**config.mk**
```make
export PLATFORM = sky130hd
export DESIGN_NAME = wb_merge_stage
export DESIGN_NICKNAME = d
export VERILOG_FILES = /design/src/rtl/wb_pkg.sv /design/src/rtl/wb_load_queue.sv /design/src/rtl/wb_merge_stage.sv
export SDC_FILE = /design/constraint.sdc
export NUM_CORES = 1
export LEC_CHECK = 0
export BUFFER_PORTS_ARGS = -buffer_cell sky130_fd_sc_hd__buf_2
export CORE_ASPECT_RATIO = 1.5
export CORE_MARGIN = 1
export CORE_UTILIZATION = 30
export CTS_CLUSTER_SIZE = 12
export DETAILED_ROUTE_END_ITERATION = 7
export REMOVE_ABC_BUFFERS = 1
export SETUP_SLACK_MARGIN = 0.1
export SYNTH_ARGS = -nofsm -noshare
export SYNTH_HDL_FRONTEND = slang
export SYNTH_HIERARCHICAL = 1
export SYNTH_MEMORY_MAX_BITS = 65536
export SYNTH_SLANG_ARGS = --single-unit
```
**constraint.sdc**
```tcl
create_clock -name clk -period 28.6 [get_ports clk]
set_clock_uncertainty 0.1 [all_clocks]
set_input_delay 2.86 -clock clk [delete_from_list [all_inputs] [get_ports clk]]
set_output_delay 2.86 -clock clk [all_outputs]
set_load 0.005 [all_outputs]
```
**src/rtl/wb_pkg.sv**
```systemverilog
// wb_pkg: load-size codes, load-queue entry type and load formatter shared by wb_merge_stage
package wb_pkg;
  localparam logic [1:0] LD_BYTE = 2'd0;
  localparam logic [1:0] LD_HALF = 2'd1;
  localparam logic [1:0] LD_WORD = 2'd2;
  localparam int WB_DW_MAX = 1024;
  localparam int WB_AW_MAX = 16;
  localparam int WB_OFF_MAX = $clog2(WB_DW_MAX / 8);
  typedef struct packed {
    logic [WB_AW_MAX-1:0] waddr;
    logic [WB_DW_MAX-1:0] wdata;
  } wb_entry_t;
  function automatic logic [WB_DW_MAX-1:0] ld_format(
    input logic [WB_DW_MAX-1:0] rdata,
    input logic [1:0] size,
    input logic sgn,
    input logic [WB_OFF_MAX-1:0] offset
  );
    logic [WB_DW_MAX-1:0] s;
    s = rdata >> {offset, 3'b000};
    return (size == LD_WORD || size == 2'd3) ? s :
           (size == LD_HALF) ? {{(WB_DW_MAX-16){sgn & s[15]}}, s[15:0]} :
           {{(WB_DW_MAX-8){sgn & s[7]}}, s[7:0]};
  endfunction
endpackage

```
**src/rtl/wb_load_queue.sv**
```systemverilog
// wb_load_queue: in-order FIFO of formatted loads that also reports its occupied destinations
module wb_load_queue
  import wb_pkg::*;
#(
  parameter int AW = 4,
  parameter int QDEPTH = 4,
  localparam int PW = $clog2(QDEPTH)
) (
  input  logic            clk,
  input  logic            rst,
  input  logic            i_push,
  input  logic            i_pop,
  input  wb_entry_t       i_din,
  output wb_entry_t       o_head,
  output logic [PW:0]     o_count,
  output logic [2**AW-1:0] o_mask
);
  wb_entry_t r_mem [QDEPTH];
  logic [PW-1:0] r_wr;
  logic [PW-1:0] r_rd;
  logic [PW:0] r_count;
  always_ff @(posedge clk) begin
    if (rst) begin
      r_wr <= '0;
      r_rd <= '0;
      r_count <= '0;
    end else begin
      if (i_push) begin
        r_mem[r_wr] <= i_din;
        r_wr <= r_wr + PW'(1);
      end
      if (i_pop) r_rd <= r_rd + PW'(1);
      r_count <= r_count + (PW+1)'(i_push) - (PW+1)'(i_pop);
    end
  end
  always_comb begin
    o_mask = '0;
    for (int i = 0; i < QDEPTH; i++)
      if ({1'b0, PW'(i) - r_rd} < r_count) o_mask[r_mem[i].waddr[AW-1:0]] = 1'b1;
  end
  assign o_head = r_mem[r_rd];
  assign o_count = r_count;
endmodule

```
**src/rtl/wb_merge_stage.sv**
```systemverilog
// wb_merge_stage: merges EXE results and queued/bypassed loads onto one RF write port; WB_FWD_EN adds write forwarding
module wb_merge_stage
  import wb_pkg::*;
#(
  parameter int DW = 32,
  parameter int AW = 4,
  parameter int QDEPTH = 4,
  localparam int OW = $clog2(DW / 8),
  localparam int PW = $clog2(QDEPTH)
) (
  input  logic            clk,
  input  logic            rst,
  input  logic            ex_valid,
  input  logic [AW-1:0]   ex_waddr,
  input  logic [DW-1:0]   ex_wdata,
  input  logic            ld_valid,
  output logic            ld_ready,
  input  logic [AW-1:0]   ld_waddr,
  input  logic [DW-1:0]   ld_rdata,
  input  logic [1:0]      ld_size,
  input  logic            ld_signed,
  input  logic [OW-1:0]   ld_offset,
  output logic            rf_wen,
  output logic [AW-1:0]   rf_waddr,
  output logic [DW-1:0]   rf_wdata,
`ifdef WB_FWD_EN
  output logic [2**AW-1:0] pend_mask,
  input  logic [AW-1:0]   fwd_raddr,
  output logic            fwd_hit,
  output logic [DW-1:0]   fwd_data
`else
  output logic [2**AW-1:0] pend_mask
`endif
);
  logic [PW:0] w_count;
  wb_entry_t w_head;
  wb_entry_t w_din;
  logic [2**AW-1:0] w_qmask;
  logic [DW-1:0] w_fmt;
  logic [DW-1:0] w_head_data;
  logic [AW-1:0] w_head_addr;
  logic w_acc;
  logic w_pop;
  logic w_bypass;
  logic w_push;
  logic r_wen;
  logic r_ld;
  logic [AW-1:0] r_waddr;
  logic [DW-1:0] r_wdata;
  wb_load_queue #(.AW(AW), .QDEPTH(QDEPTH)) u_q (
    .clk     (clk),
    .rst     (rst),
    .i_push  (w_push),
    .i_pop   (w_pop),
    .i_din   (w_din),
    .o_head  (w_head),
    .o_count (w_count),
    .o_mask  (w_qmask)
  );
  assign ld_ready = w_count < (PW+1)'(QDEPTH);
  assign w_acc = ld_valid && ld_ready;
  assign w_pop = !ex_valid && w_count != '0;
  assign w_bypass = !ex_valid && w_count == '0 && w_acc;
  assign w_push = w_acc && !w_bypass;
  assign w_fmt = DW'(ld_format(WB_DW_MAX'(ld_rdata), ld_size, ld_signed, WB_OFF_MAX'(ld_offset)));
  assign w_din = '{waddr: WB_AW_MAX'(ld_waddr), wdata: WB_DW_MAX'(w_fmt)};
  assign w_head_addr = AW'(w_head.waddr);
  assign w_head_data = DW'(w_head.wdata);
  always_ff @(posedge clk) begin
    if (rst) begin
      r_wen <= 1'b0;
      r_ld <= 1'b0;
      r_waddr <= '0;
      r_wdata <= '0;
    end else begin
      r_wen <= ex_valid || w_pop || w_bypass;
      r_ld <= !ex_valid && (w_pop || w_bypass);
      r_waddr <= ex_valid ? ex_waddr : w_pop ? w_head_addr : ld_waddr;
      r_wdata <= ex_valid ? ex_wdata : w_pop ? w_head_data : w_fmt;
    end
  end
  assign rf_wen = r_wen;
  assign rf_waddr = r_waddr;
  assign rf_wdata = r_wdata;
  assign pend_mask = w_qmask | ({{(2**AW-1){1'b0}}, r_ld} << r_waddr);
`ifdef WB_FWD_EN
  assign fwd_hit = r_wen && r_waddr == fwd_raddr;
  assign fwd_data = r_wdata;
`endif
endmodule
```
==> out/results.txt, run 1 <==
The flow ran to the end, and the final reports show no timing, DRC or antenna violations. Once routing completed, OpenROAD measured the worst setup slack at 22.61 ns. Relative to the synthesized area, the layout overhead comes to 17.1%.

Once the floorplan was initialized, standard cells occupied 30.8% of the core. The die is 216 um tall. Prior to clock tree synthesis, the placed netlist has a worst setup slack of 22.88 ns.

After the last flow step, the layout net total stands at 891. Final-report hold violation count: 0. In this run the number of cells on the critical path is 9. The placed instances occupy a cell area of 10100 um2. The final-report max-slew violation count is 0, and the worst-margin pin slew is 1.12 ns. The x dimension of the die works out to 145 um.

Clock tree synthesis inserted a total of 17 buffers. Clock root buffer master: clkbuf_16. Across all hold checks on the routed design, the worst slack comes to 0.452 ns. TritonCTS built the clock tree. The worst setup path is launched from a flip-flop.

The final routed DRC violation total was 0; the number of vias per cell after detailed routing was 5.16. The number of global-route vias before repair is 6224. The largest individual stage delay along the critical path comes from the cell o21bai_1.

The logs give 37100 um for the global-route wire length before repair and 0 for the setup violation total in the final timing report. Number of buffers inserted for hold repair after clock tree synthesis: 0. In the final layout, the multi-input gates occupy 3440 um2. Buffers added to address setup during post-CTS repair amount to 0.

The die covers 31200 um2. The signal on the critical path passes through inv_1 -> ha_1 -> a21boi_0 -> o21bai_1 -> a32oi_1 -> nand2_1 -> inv_1 -> o31ai_1 -> buf_2. The logs give 1 for the initial antenna violation count and 0.44 ns for the clock network latency to the later pin of the worst-skew pair.

For the worst setup path, the data arrival time is 3.03 ns. For this block, the via count after detailed routing is 6230. After legalization and detailed placement, the total HPWL measured 17200 um. The count of instances resized after the clock tree is built is 0, and the maximum fanout along the worst path is 16.

The deepest clock path buffer count is 2, and the final design utilization is 36.1%. The worst register-to-register path ends at u_q/r_mem[3][17]. The length of the first detailed-routing pass in iterations was 5; the worst reg2reg path depth was 5.

Grouping stages by cell kind, the critical path spends the most delay in compound AO/OA/AOI/OAI gates. In the final routed layout, each cell accounts on average for 20.7 um. The startpoint of the most critical setup path was u_q/o_count[1]. For the deepest level of the CTS H-tree, the log shows 4.

135 I/O pins were placed. The tools report the aggregate global-route resource usage as 16.4%. Critical register-to-register path startpoint: u_q/o_count[2]. In this run the worst setup path terminates at pend_mask[8]. STA classifies the critical path endpoint as a primary output.

The standard cell core area is 29700 um2. The clock period could shrink to 5.99 ns. Of the cells placed in the final design, the portion with a size suffix greater than 1 is 29.9%. The synthesized cell area was 9140 um2; the first-iteration detailed-routing DRC count was 441.

Global routing finished with a remaining overflow of 0. The filler cells instantiated in the layout total 2956. IR analysis of the VDD net gives a maximum drop of 0.0000466 V. The run gives 77 as the total number of placement rows. Setup repair after global routing left no endpoint under its margin. The tools report the final total negative setup slack as 0 ns. The worst min-delay path category is reg -> reg. The critical path is of the reg -> out type. Power spread over the standard cell area amounts to 76.8 nW/um2. Among the stages of the critical path, the cell type that occurs most often is inv_1. Number of warnings reported in the yosys synthesis log: 6. The number of buffers and inverters on the critical path is 3. After routing the design area is 10700 um2. The reg-to-reg setup timing slack was 25.33 ns; the reported max-cap violation count was 0.

The worst pin sits at a relative slew slack of 25.2%. Summed over all layers, the routed wires come to 25000 um. Data on the critical path is required at its endpoint by 25.64 ns. The sequential cell area in the final layout was 5270 um2; the leakage component of the power was 3.98 nW. In this design, the stage delay of the slowest critical-path cell is 0.88 ns. The final cycle utilization of the critical path is 20.9%. At the end of routability-driven placement, the weighted congestion stood at 0.867. In this run the tool buffered the top-level ports with 134 buffer cells. A synthesized cell averages 13.3 um2. The clock-pin slew on the worst setup and hold paths is 0.07 ns, and the count of mapped cells out of synthesis is 689. The logs give 0 for the final antenna-violating net count and 167 MHz for the achievable clock frequency. The largest net degree at the start of global routing came out at 49. Counting every sink on the clock net gives 191.
per-stage QoR:
step | std cells | power [mW]
after CTS | 1207 | 0.830
after detailed placement | 1175 | 0.594
after floorplan | 638 | 0.507
after global routing | 1207 | 0.863
final | 1208 | 0.823
after global placement | 1175 | 0.594
final cells by class:
class,count,share of cell area (%)
sequential,191,49.2
multi-input combinational,399,32.1
timing repair buffer,142,6.83
tap,395,4.62
clock buffer,19,4.34
inverter,48,1.68
clock inverter,13,1.18
antenna,1,0.0234
power by group:
part	internal [mW]	total, mW	switching (mW)
clock network	0.129	0.236	0.107
registers	0.329	0.349	0.0202
logic	0.103	0.238	0.135
total	0.560	0.823	0.262
per-layer routing:
metal  wire length [um]  GRT usage (%)  vias to the layer above
met2              13200           28.9                      198
met1              10500           20.2                     3130
met5                  0              0                        -
li1                   -              -                     2875
met4                407           5.23                        0
met3                894           2.55                       27
worst min path at each step:
| stage | start | endpoint | slack [ns] | depth (start not counted) |
|---|---|---|---|---|
| 3_5_place_dp | u_q/r_wr[1] | u_q/r_wr[1] | 0.44 | 2 |
| 6_report | u_q/r_wr[1] | u_q/r_wr[1] | 0.45 | 2 |
| 5_1_grt | u_q/r_wr[1] | u_q/r_wr[1] | 0.50 | 2 |
| 4_1_cts | u_q/r_wr[1] | u_q/r_wr[1] | 0.46 | 2 |
| 3_3_place_gp | u_q/r_wr[1] | u_q/r_wr[1] | 0.45 | 2 |
| 2_1_floorplan | u_q/r_wr[1] | u_q/r_wr[1] | 0.41 | 2 |
flip-flops by register name (all words and copies together) (netlist names), named ones only:
register	count
u_q/r_mem	144
rf_wdata	32
rf_waddr	4
u_q/o_count	3
u_q/r_rd	2
u_q/r_wr	2
r_ld	1
rf_wen	1
cell usage in the layout, fill, tap and decap left out, types with 18 or more instances in the layout:
cell / n
a21oi_1: 41
a22oi_1: 19
buf_2: 134
clkbuf_16: 18
dfxtp_1: 45
edfxtp_1: 144
inv_1: 48
mux2i_1: 32
mux4_2: 37
nand2_1: 42
nor2_1: 26
nor3b_1: 18
tightest hold or removal path, delay by kind of cell, from the launching register on:
kind,cells,cell delay [ns]
simple gates,1,0.05
flops,1,0.34
mux,1,0.13
No activity file was read; power rests on OpenSTA's default activity.
==> run 2, diff against run 1 <==
==> constraint.sdc (replaced) <==
create_clock -name clk -period 5 [get_ports clk]
set_clock_uncertainty 0.1 [all_clocks]
set_input_delay 0.5 -clock clk [delete_from_list [all_inputs] [get_ports clk]]
set_output_delay 0.5 -clock clk [all_outputs]
set_load 0.005 [all_outputs]
==> run 2 against run 1 <==
Against the previous run:
- final area is 0.69% higher
- register-to-register slack worse by 24 ns
- first-iteration DRC count is 3.9% lower
- clock power grew to 6.1 times the previous value
==> out/results.txt, run 2 (synthesized netlist as in run 1, its figures left out) <==
The logs give 37700 um for the global-route wire length before repair and 262 MHz for the achievable clock frequency. TritonCTS built the clock tree. The clock-pin slew on the worst setup and hold paths works out to 0.07 ns. The startpoint type of the worst setup path was a flip-flop. The logs give 6 for the length of the first detailed-routing pass in iterations and 29700 um2 for the standard cell core area. The final-report hold violation count was 0. The top cell types in the final layout, fill and taps aside, are edfxtp_1, buf_2, inv_1.

The post-detailed-routing wire length was 25200 um. The final-report max-slew violation count is 0, and the x dimension of the die is 145 um. After floorplanning, the core was divided into 77 placement rows.

At the worst endpoint, the arrival time is 3.80 ns. Global routing consumed, over all layers together, 16.7% of the routing resources. After legalization and detailed placement, the total HPWL measured 18000 um. Once layout is done, the placed cells without fillers occupy 10800 um2. At the pin with the least slew margin, the transition time is 1.18 ns. The number of top-level pins is 135. The clock root buffer master was clkbuf_16.

The largest net degree at the start of global routing is 75, and the post-route worst hold slack is 0.211 ns. The later pin in the worst-skew pair is clocked with a latency of 0.43 ns. The H-tree was split into 4 levels. In this run, post-CTS repair resized a total of 0 instances.

The routed layout has 6218 vias. The run finished with clean final reports. The number of vias per cell after detailed routing was 5.13; the initial antenna violation count was 1. The commonest non-fill, non-tap cell in the layout was edfxtp_1.

For the full die area, the log shows 31200 um2. The register with the most flip-flops in the layout has 144 of them. After routing, the total negative slack on setup checks comes to 0 ns. The total placed cells including tap cells was 1180; the average detailed-routed wire length per instance was 20.8 um.

The worst path in the final design needs a cycle of 3.81 ns, including I/O delays and setup. The most flop-heavy register is u_q/r_mem. Buffers added to address setup during post-CTS repair amount to 0. The deepest clock path buffer count was 2; the setup violation total in the final timing report was 0. The die is 216 um tall. For this run the aggregate overflow at the end of global routing stands at 0. The number of buffers inserted for hold repair after clock tree synthesis came out at 0.

The final cycle utilization of the critical path was 76.2%; the initial core utilization was 30.8%. In this run the power density over the cells is 444 nW/um2. Headroom to the max-slew limit came out at 21.4%. The required time of the critical path was 4.99 ns; the number of buffer cells added on primary ports was 134.

The number of global-route vias before repair was 6316. The worst setup path is captured at a flip-flop. Standard cell area after detailed placement: 10100 um2. The tool flagged a number of max-cap violations equal to 0.

Once layout is complete, the utilization of the core stands at 36.3%. After the flow finishes, the layout carries non-filler instances totaling 1213. The TritonCTS buffer count came out at 17.

Setup repair after global routing left no endpoint under its margin. In this run the worst path has a maximum fanout of 24. Critical path class: reg -> reg. IR analysis of the VDD net gives a maximum drop of 0.000245 V. The tightest min-delay check is of the in -> reg type. For this block, the initial DRC count from the detailed router was 424. For this run, design rule violations remaining after detail routing come to 0.

The logs give 0.871 for the routability congestion estimate from global placement and 4.03 nW for the leakage component of the power. For this run, the post-layout net count is 896. The share of final-layout standard cells stronger than drive strength 1 came out at 30.4%. From synthesis to final layout, the design area changed by 17.9%.

The count of nets left with antenna violations once routing finished came out at 0. CTS saw 191 sinks.
-- run 2: cell type report --
| class | count | area [um2] |
|---|---|---|
| Antenna cell | 1 | 2.50 |
| Clock buffer | 17 | 425 |
| Timing Repair Buffer | 147 | 768 |
| Clock inverter | 15 | 201 |
| Inverter | 48 | 180 |
| Sequential cell | 191 | 5270 |
| Multi-Input combinational cell | 399 | 3440 |
| Tap cell | 395 | 494 |
| Fill cell | 2960 | 18900 |
-- run 2: final timing paths --
check	from	to	slack (ns)	cells past startpoint
worst max register to register	u_q/o_count[2]	u_q/r_mem[2][1025]	1.19	6
worst max-delay path	u_q/o_count[2]	u_q/r_mem[2][1025]	1.19	6
worst min-delay path	ex_waddr[3]	rf_waddr[3]	0.21	3
worst min register to register	u_q/r_wr[1]	u_q/r_wr[1]	0.46	2
-- run 2: per-layer routing --
| metal | share of wire (%) | up-vias | global-route usage [%] |
|---|---|---|---|
| met5 | 0 | - | 0 |
| met4 | 3.0 | 0 | 7.23 |
| met3 | 4.4 | 48 | 2.44 |
| met2 | 51 | 196 | 28.7 |
| met1 | 41 | 3100 | 20.5 |
| li1 | - | 2874 | - |
-- run 2: stage by stage --
step | power (mW) | worst slack (ns)
floorplan | 2.90 | 1.77
global placement | 3.40 | 1.27
detailed placement | 3.41 | 1.19
CTS | 4.84 | 1.16
global route | 5.03 | 0.913
finish | 4.79 | 1.19
-- run 2: where the power goes --
part,internal (mW),total (mW),switching (mW)
registers,1.88,2.04,0.162
logic,0.588,1.32,0.730
clock network,0.806,1.43,0.621
total,3.27,4.79,1.51
-- run 2: worst max-delay path: stages, from the launching register on --
cell and delay [ns]:
dfxtp_1 0.64, or3_1 0.88, nor2_2 0.14, nor3b_1 0.56
nor2b_1 0.29, and2_2 0.40, buf_4 0.43
==> run 3, diff against run 2 <==
--- a/config.mk
+++ b/config.mk
@@ -5,6 +5,7 @@
 export SDC_FILE = /design/constraint.sdc
 export NUM_CORES = 1
 export LEC_CHECK = 0
+export ABC_AREA = 1
 export BUFFER_PORTS_ARGS = -buffer_cell sky130_fd_sc_hd__buf_2
 export CORE_ASPECT_RATIO = 1.5
 export CORE_MARGIN = 1
==> constraint.sdc (replaced) <==
create_clock -name clk -period 3.38 [get_ports clk]
set_clock_uncertainty 0.1 [all_clocks]
set_input_delay 0.338 -clock clk [delete_from_list [all_inputs] [get_ports clk]]
set_output_delay 0.338 -clock clk [all_outputs]
set_load 0.005 [all_outputs]
==> run 3 against run 2 <==
Against the previous run:
- worst hold slack worse by 0.18 ns
- combinational power up 53%
- synthesized area up 7.1%
- critical path depth up 3
- via count up 29%
- critical endpoint is now pend_mask[0]
- die area up 7.0%
==> out/results.txt, run 3 <==
The largest net degree at the start of global routing was 77; the global-route wire length before repair was 43800 um. The routed design has 28600 um of wire. Worst hold path startpoint: ld_waddr[3]. The first TritonRoute pass finished after 7 iterations. After detailed routing, the number of vias per cell comes to 4.90.

The final-report max-slew violation count is 0. The final total negative setup slack came out at 0 ns. The die is 223 um tall. The final-report hold violation count was 0; the initial core utilization was 30.6%. Max-cap violations in this run came to 0.

The register with the most flip-flops in the layout has 144 of them. The number of sinks driven by the clock tree is 191. The pre-CTS worst setup slack is 0.848 ns, and the final critical-path setup slack is 0.366 ns. The congestion estimate from routability-driven global placement came to 0.898.

The tools report the number of global-route vias before repair as 7741. The power density over the cells works out to 608 nW/um2. After synthesis, the mean cell area works out to 8.73 um2. Of the cells placed in the final design, the portion with a size suffix greater than 1 is 18.2%. The number of buffers inserted for hold repair after clock tree synthesis is 0.

The run gives 2.94 ns as the required time of the critical path. The run finished with clean final reports. Once placement finished, the instance area stood at 10700 um2.

Summing over every cut layer, the via total after detailed routing is 8033. In this run, the number of DRC markers left after iteration 0 of detailed routing was 474. For this run, the slowest stage of the critical path takes 0.45 ns. The initial antenna violation count is 0, and the x dimension of the die is 149 um.

The worst setup path is launched from a flip-flop. The most flop-heavy register was u_q/r_mem. Measured against its own limit, the worst slew margin works out to 25.3%. Critical path class: reg -> out.

The final antenna-violating net count came out at 0. In the layout the commonest cells are nand2_1, nor2_1, edfxtp_1. After detailed placement, the design holds a cell count of 1606. After global routing the overflow that remains totals 0.

Of the available clock period, the critical path in the final layout requires 89.2%. The critical path goes through inv_1 -> ha_1 -> nand3_1 -> nand2_1 -> nor2_1 -> nor2_1 -> nand2_1 -> o21bai_1 -> buf_2. The number of cells on the worst reg-to-reg path is 13. The logs give 0.43 ns for the clock network latency to the later pin of the worst-skew pair and 0 for the final routed DRC violation total. The slowest stage of the critical path is the nand3_1 cell.

TritonCTS built the clock tree. Largest voltage drop on the vdd net: 0.000333 V. The data arrival time at the worst-slack endpoint is 2.58 ns, and the achievable clock frequency is 332 MHz. The signed area change from the synthesized netlist to the final layout is 15.1%.

Setup violations remaining at the end of the flow were counted as 0. Standard cell core area: 31900 um2. Across every metal layer, demand over resource in global routing totals 17.5%.

The tools report the critical register-to-register path startpoint as u_q/o_count[1]. 135 I/O pins were placed. Counting both buffers and inverters, the worst setup path holds a total of 2.

The endpoint kind of the worst setup timing path was a primary output. The number of cells traversed by the worst hold path was 1. For the pin with the worst max-slew slack, the measured transition is 1.12 ns. The number of setup buffers added after CTS is 0. The kind of cell with the highest combined delay on the critical path is simple AND/OR/NAND/NOR gates.

The number of warnings reported in the yosys synthesis log is 6, and the number of buffer cells added on primary ports is 134. Of all nets on the critical path, the largest fanout is 16. The count of mapped cells out of synthesis was 1120. The min-delay analysis places its worst path in the category in -> reg. After the flow finishes, the layout carries non-filler instances totaling 1638.

The total inserted antenna cells came out at 0. The average detailed-routed wire length per instance is 17.5 um. After clock tree synthesis, the clock-pin slew on the worst setup and hold paths is 0.07 ns. The synthesized cell area is 9780 um2, and the final critical path time including I/O delays and setup is 3.01 ns.

The deepest clock path buffer count was 2; the number of stages on the worst setup path was 9. The run gives 4 as the deepest level of the CTS H-tree. Setup repair after global routing left no endpoint under its margin. The clock root buffer master is clkbuf_16. The floorplan has 80 rows.

After legalization and detailed placement, the total HPWL measured 20000 um. After the last flow step, the layout net total stands at 1307. The tightest hold path in the finished design has a slack of 0.0341 ns. Full die area: 33400 um2. The library cell used most frequently in the layout, excluding fill and tap cells, is nand2_1. For the cell area after layout, the log shows 11300 um2.

The leakage component of the power is 4.70 nW. In this run the worst setup path begins at u_q/o_count[1]. The TritonCTS buffer count was 17.
run 3: where the power goes:
part	internal, mW	switching, mW
clock network	1.04	0.867
logic	0.621	1.40
registers	2.78	0.139
run 3: path summary, 6_finish.rpt:
path                              to  slack (ns)
setup / recovery        pend_mask[0]        0.37
hold / removal    u_q/r_mem[1][1027]        0.03
setup reg to reg      u_q/o_count[2]        1.02
hold reg to reg          u_q/r_wr[1]        0.44
run 3: cell type report:
| type | count | area [um2] |
|---|---|---|
| Sequential cell | 191 | 5270 |
| Tap cell | 410 | 513 |
| Fill cell | 3280 | 20700 |
| Multi-Input combinational cell | 732 | 3670 |
| Clock inverter | 12 | 111 |
| Timing Repair Buffer | 147 | 768 |
| Inverter | 126 | 480 |
| Clock buffer | 20 | 447 |
run 3: what timing repair did:
item	in CTS	in global routing
endpoints found under the setup margin	0	1
endpoints found under the hold margin	0	0
gates resized for setup	0	1
run 3: metrics by stage:
stage	utilization, %	total power, mW
after floorplan	-	4.18
after global placement	33.5	4.96
after detailed placement	33.5	4.99
after CTS	35.2	6.89
after global routing	35.3	7.24
final	35.3	6.84
run 3: routing by layer:
| layer | up-vias | share of wire [%] | routed length (um) | global-route usage [%] |
|---|---|---|---|---|
| li1 | 3932 | - | - | - |
| met1 | 3820 | 39 | 11300 | 20.2 |
| met2 | 241 | 53 | 15300 | 32.4 |
| met3 | 40 | 4.6 | 1300 | 2.17 |
| met4 | 0 | 2.6 | 743 | 6.45 |
| met5 | - | 0 | 0 | 0 |
run 3: worst reg2reg max path: cells and delay by family (launching register included):
kind / cells / cell delay [ns]
flip-flops: 1 / 0.36
buffers and inverters: 3 / 0.15
adder cells (fa/ha/maj): 3 / 0.81
XOR/XNOR: 1 / 0.24
AND/OR/NAND/NOR: 6 / 0.60
